[config.mk]
export PLATFORM = sky130hd
export DESIGN_NAME = history
export DESIGN_NICKNAME = d
export VERILOG_FILES = /design/src/rtl/history.sv
export SDC_FILE = /design/constraint.sdc
export NUM_CORES = 1
export LEC_CHECK = 0
export ABC_AREA = 1
export ABC_CLOCK_PERIOD_IN_PS = 3200
export BUFFER_PORTS_ARGS = -buffer_cell sky130_fd_sc_hd__buf_2
export CAP_MARGIN = 0
export CORE_ASPECT_RATIO = 0.7
export CORE_UTILIZATION = 55
export CTS_CLUSTER_DIAMETER = 60
export DETAILED_ROUTE_END_ITERATION = 8
export PLACE_DENSITY = 0.74
export SLEW_MARGIN = 20
export SYNTH_ARGS = -nofsm -noshare
export SYNTH_HDL_FRONTEND = slang
export SYNTH_SLANG_ARGS = --single-unit
[constraint.sdc]
create_clock -name clk -period 3.2 [get_ports clk]
set_clock_uncertainty 0.05 [all_clocks]
set_input_delay 0.16 -clock clk [delete_from_list [all_inputs] [get_ports clk]]
set_output_delay 0.16 -clock clk [all_outputs]
set_load 0.01 [all_outputs]
[src/rtl/history.sv]
// Guess history store for a code-breaking game.
// Commits guesses in play mode and lets the player browse past turns.
module history #(
  parameter int MAX_TURNS = 8
) (
  input  logic       clk,
  input  logic       reset,
  input  logic       mode,
  input  logic       btn_up,
  input  logic       btn_down,
  input  logic       btn_select,
  input  logic [2:0] guess0,
  input  logic [2:0] guess1,
  input  logic [2:0] guess2,
  input  logic [2:0] guess3,
  output logic [2:0] selection0,
  output logic [2:0] selection1,
  output logic [2:0] selection2,
  output logic [2:0] selection3,
  output logic [2:0] selected_turn,
  output logic       last_turn
);

  localparam logic [3:0] LP_MAX = 4'(MAX_TURNS);

  logic [11:0] r_entry [MAX_TURNS];
  logic [3:0]  r_count;
  logic [2:0]  r_cursor;
  logic        r_up_q;
  logic        r_dn_q;
  logic        r_sel_q;
  logic        r_mode_q;

  logic        w_up_e;
  logic        w_dn_e;
  logic        w_sel_e;
  logic        w_full;
  logic        w_commit;
  logic        w_mode_fall;
  logic [2:0]  w_newest;
  logic        w_can_up;
  logic        w_can_dn;
  logic [11:0] w_rd;

  assign w_up_e      = btn_up & ~r_up_q;
  assign w_dn_e      = btn_down & ~r_dn_q;
  assign w_sel_e     = btn_select & ~r_sel_q;
  assign w_full      = (r_count == LP_MAX);
  assign w_commit    = w_sel_e & ~mode & ~w_full;
  assign w_mode_fall = r_mode_q & ~mode;

  // Index of the newest entry; 0 doubles as the empty-history cursor.
  assign w_newest = (r_count == 4'd0) ? 3'd0 : 3'(r_count - 4'd1);
  assign w_can_up = (r_cursor < w_newest);
  assign w_can_dn = (r_cursor != 3'd0);

  assign w_rd = (r_count == 4'd0) ? 12'd0 : r_entry[r_cursor];

  assign selection0    = w_rd[11:9];
  assign selection1    = w_rd[8:6];
  assign selection2    = w_rd[5:3];
  assign selection3    = w_rd[2:0];
  assign selected_turn = r_cursor;
  assign last_turn     = w_full;

  always_ff @(posedge clk) begin
    if (reset) begin
      for (int i = 0; i < MAX_TURNS; i++) begin
        r_entry[i] <= 12'd0;
      end
      r_count  <= 4'd0;
      r_cursor <= 3'd0;
      r_up_q   <= 1'b0;
      r_dn_q   <= 1'b0;
      r_sel_q  <= 1'b0;
      r_mode_q <= 1'b0;
    end else begin
      r_up_q   <= btn_up;
      r_dn_q   <= btn_down;
      r_sel_q  <= btn_select;
      r_mode_q <= mode;
      if (w_commit) begin
        r_entry[r_count[2:0]] <= {guess0, guess1, guess2, guess3};
        r_count  <= r_count + 4'd1;
        r_cursor <= r_count[2:0];
      end else if (w_mode_fall) begin
        r_cursor <= w_newest;
      end else if (mode) begin
        if (w_up_e && !w_dn_e && w_can_up) begin
          r_cursor <= r_cursor + 3'd1;
        end else if (w_dn_e && !w_up_e && w_can_dn) begin
          r_cursor <= r_cursor - 3'd1;
        end
      end
    end
  end

endmodule

Word-level counts from Yosys, hierarchy flattened
Memories as Yosys holds them, arrays and structs flattened. A register that Yosys moved wholly into a read port is not among the register bits.
Index checks and enable logic that the tools add are counted.
{"block": "classes", "addsub": 4, "order_cmp": 1, "n_eq_ne": 1, "mux": 17, "bitwise": 11, "n_reduce_logical": 12}
{"cell": "3-bit 2-to-1 mux", "count": 9}
{"cell": "12-bit 2-to-1 mux", "count": 2}
{"cell": "12-bit OR reduction", "count": 1}
{"cell": "1-bit bitwise AND", "count": 6}
{"cell": "1-bit 2-to-1 mux", "count": 6}
{"cell": "3-bit nonzero test", "count": 2}
{"cell": "3-bit by 1-bit subtractor with 3-bit output, second input constant", "count": 2}
{"cell": "1-bit inverter", "count": 5}
{"cell": "4-bit by 1-bit adder with 4-bit output, second input constant", "count": 1}
{"cell": "4-bit == test, second input constant", "count": 1}
{"cell": "1-bit logical AND", "count": 4}
{"cell": "4-bit logical NOT", "count": 1}
{"cell": "4-bit nonzero test", "count": 1}
{"cell": "3-bit by 1-bit adder with 3-bit output, second input constant", "count": 1}
{"cell": "3-bit less-than comparator", "count": 1}
{"cell": "1-bit logical NOT", "count": 2}
{"cell": "2-bit AND reduction", "count": 1}
{"block": "totals", "register_bits": 11, "ramBits": 96, "output_inout_bits": 16, "mem_count": 1}
{"memory": "r_entry", "depth": 8, "word_bits": 12, "read_ports": 1, "rd_clocked_by_memory_dff": 1, "write_ports": 8, "line_no": "26", "source": "logic [11:0] r_entry [MAX_TURNS];"}

Logic depth before layout (Yosys ltp)
{"block": "logic_depth", "depth_word": 12, "depth_mapped": 17}

Worst setup path before layout
OpenSTA, ideal clock, no wires.
{"block": "synth_timing", "path_type": "register to register", "start": "register r_count[0]", "end": "register (tool-made name)", "setup_time_ns": 0.117, "arrival_time_ns": 2.700, "t_required_ns": 3.033, "slack_ns": 0.333, "stages_incl_launch_ff": 17, "path_cell_list": "dfxtp_1 > inv_1 > ha_1 > nand2_1 > clkbuf_1 > o21ai_0 > ha_1 > a21o_1 > nor2_1 > nand2_1 > fa_1 > xor2_1 > inv_1 > nand2_1 > nand3_1 > a21oi_1 > nor2_1"}
{"item": "from (decl)", "line_no": "27", "source": "logic [3:0] r_count;"}
{"item": "from (signal assigned)", "line_no": "84", "source": "r_count <= r_count + 4'd1;"}

==> impl_metrics.csv <==
group,metric,value,unit
status,status,"completed",
global_route,track_usage,26.08,%
setup_path,cp-end-kind,"register",
floorplanning,start_util,57.87,%
global_route,grt_pass1_vias,3431,
timing,maxSlewHeadroom,56.79,%
floorplanning,rows,28,
route,wl_per_cell,17.71,um
route,drt-met1-wl,5.451,mm
yosys,netlist_area,5007,um2
cells_and_area,regArea,3163,um2
route,via_per_inst,5.659,
cts,cts_root_buf,"clkbuf_16",
cells_and_area,drive_gt1_share,12.41,%
route,top_layer_used,"met4",
power,power_density,578.1,nW/um2
timing,fmax,335.1,MHz
place,place.port_buffers,33,
floorplanning,die-area,9496,um2
timing,slew_violations,0,
cts,post_cts_buffers,0,
timing,whs,0.01206,ns
yosys,synth.net_count,532,
route,final_antenna_net_count,0,
cts,clk_pin_slew_worst_paths,0.06,ns
cells_and_area,final_nets,559,
yosys,ys.warnings.count,0,
timing,hold_violations,0,
setup_path,path_class,"register to register",
cts,cts.sinks,110,
route,drt_iter0_drc,403,
yosys,synth_area_leaders,"edfxtp_1 58%, nor2_1 16%, dfxtp_1 5.6%",
yosys,ys_seq_area_share,63.17,%
cts,numCtsBuffers,9,
route,wl,11.69,mm
setup_path,critPathMaxFanout,7,
setup_path,crit_arrival,3.20,ns
cells_and_area,multi_input_area,1604,um2
place,dp_hpwl,7.740,mm
yosys,synthTopCellsByCount,"209 x nor2_1, 96 x edfxtp_1, 44 x o21ai_0, 30 x inv_1, 24 x o32ai_1",
timing,fin_crit,2.984,ns
yosys,syn-instance-count,509,
route,vias,3735,
global_route,gr-total-overflow,0,
setup_path,crit_path_start_kind,"register",
floorplanning,die-height,81.83,um
floorplanning,die_w,116.0,um
cts,ctsLongestPathBuffers,2,
route,wl_met2,5.268,mm
yosys,yosysTopAreaCellShare,57.57,%
hold_path,holdCritPathClass,"input pin to register",
timing,rsz0062_at_grt,"false",
yosys,synth.ff_latch_count,110,
route,drt_first_pass_iters,4,
global_route,grt_max_degree,49,
global_route,grt_pass1_wl,17.69,mm
yosys,dominantRegCellSynth,"edfxtp_1",
power,vdd_drop_max,0.3954,mV
cts,clock_latency,0.34,ns
timing,setup_viol,0,
route,route.met3.wl,817,um
power,p_leak,2.282,nW
yosys,ys_types,28,
timing,tns,0,ns
cells_and_area,diodes,0,
setup_path,required,3.42,ns
cells_and_area,synthToLayoutAreaGrowth,11.27,%
yosys,synth_top_area_cell,"edfxtp_1",
yosys,synthArstFlopShare,0,%
global_route,antenna_found_initial,0,
floorplanning,core-area,8653,um2
place,gp_congestion,0.9451,
cts,htree_levels,3,
yosys,yosysMostFrequentCell,"nor2_1",
floorplanning,top_level_ports,34,
cts,cts_tree,"done",
timing,period_share,93.25,%
yosys,synth_area_per_cell,9.838,um2
yosys,synth_edf_count,96,
timing,worstMarginPinSlew,0.6465,ns
cells_and_area,fillers,742,
run,max-cap-violations,0,
route,drc,0,
## worst paths after layout
check                           depth (start not counted)         end  slack, ns        from
worst max register to register                         13    register       0.22  r_count[1]
worst max-delay path                                   13    register       0.22  r_count[1]
worst min-delay path                                    3     r_sel_q       0.01  btn_select
worst min register to register                          1  r_count[3]       0.49  r_count[3]
## layer usage
layer	vias up	global-route usage, %
li1	1784	-
met1	1790	37.65
met2	144	40.83
met3	17	4.723
met4	0	7.308
met5	-	0
## sequential cells by signal (all words and copies together) (netlist names), named ones only
register       count
r_count            4
r_dn_q             1
r_up_q             1
r_entry           96
selected_turn      3
r_sel_q            1
r_mode_q           1
## logic make-up after synthesis
family,count (synthesis),share of synthesized area (%)
XOR/XNOR,1,0.1749
AO/OA/AOI/OAI,78,9.770
buffers and inverters,60,4.847
adder cells (fa/ha/maj),5,1.399
flip-flops,110,63.17
AND/OR/NAND/NOR,255,20.64
## cell type report
class	instances	area share (%)
Inverter	32	2.178
Tap cell	120	2.695
Clock inverter	5	0.9207
Multi-Input combinational cell	339	28.79
Clock buffer	10	4.110
Timing Repair Buffer	44	4.536
Sequential cell	110	56.77
## critical path: stages (launching register included)
cell and delay [ns]:
dfxtp_1 0.49, inv_1 0.13, ha_2 0.22, o21ai_0 0.23
inv_1 0.07, ha_1 0.29, a21o_1 0.18, nor2_1 0.14
nand2_1 0.12, fa_1 0.50, nand2_1 0.06, a31oi_1 0.17
o21ai_0 0.10, nor2_1 0.15
## layout by cell type (no fill, tap or decap), types with 2 or more instances in the layout
cell | synthesis | final
nor2_1 | 209 | 209
a21oi_1 | 6 | 6
ha_1 | 4 | 3
nand2_1 | 23 | 23
nand2_2 | 2 | 2
nand4_1 | 3 | 3
nand3_1 | 11 | 11
inv_1 | 30 | 29
clkinv_2 | 1 | 3
o21ai_0 | 44 | 44
edfxtp_1 | 96 | 96
buf_4 | 0 | 9
o32ai_1 | 24 | 24
inv_2 | 1 | 2
nand3_2 | 2 | 2
o211ai_1 | 2 | 2
clkbuf_16 | 0 | 9
nor2_4 | 2 | 2
dlygate4sd3_1 | 0 | 2
buf_2 | 7 | 33
dfxtp_1 | 14 | 14
## metrics by stage
stage / setup slack [ns] / std cells / total power, mW / area [um2] / utilization (%)
2_1_floorplan: 0.3334 / 509 / 2.018 / 5007 / -
3_3_place_gp: 0.3123 / 643 / 2.165 / 5269 / 60.89
3_5_place_dp: 0.2157 / 643 / 2.180 / 5269 / 60.89
4_1_cts: 0.1955 / 660 / 3.225 / 5569 / 64.36
5_1_grt: 0.07666 / 660 / 3.338 / 5572 / 64.39
6_report: 0.2160 / 660 / 3.221 / 5572 / 64.39
## report_power, final
| part | switching (mW) | internal (mW) | total [mW] |
|---|---|---|---|
| Combinational | 0.341 | 0.160 | 0.501 |
| Clock | 0.464 | 0.597 | 1.06 |
| Sequential | 0.0391 | 1.62 | 1.66 |
| Total | 0.844 | 2.38 | 3.22 |
## repair_timing
action,4_1_cts,5_1_grt
resized for setup,0,2
hold endpoints to repair,2,0
hold buffers,2,0
setup endpoints to repair,0,4
Note: power is estimated with default switching activity, not from simulation.
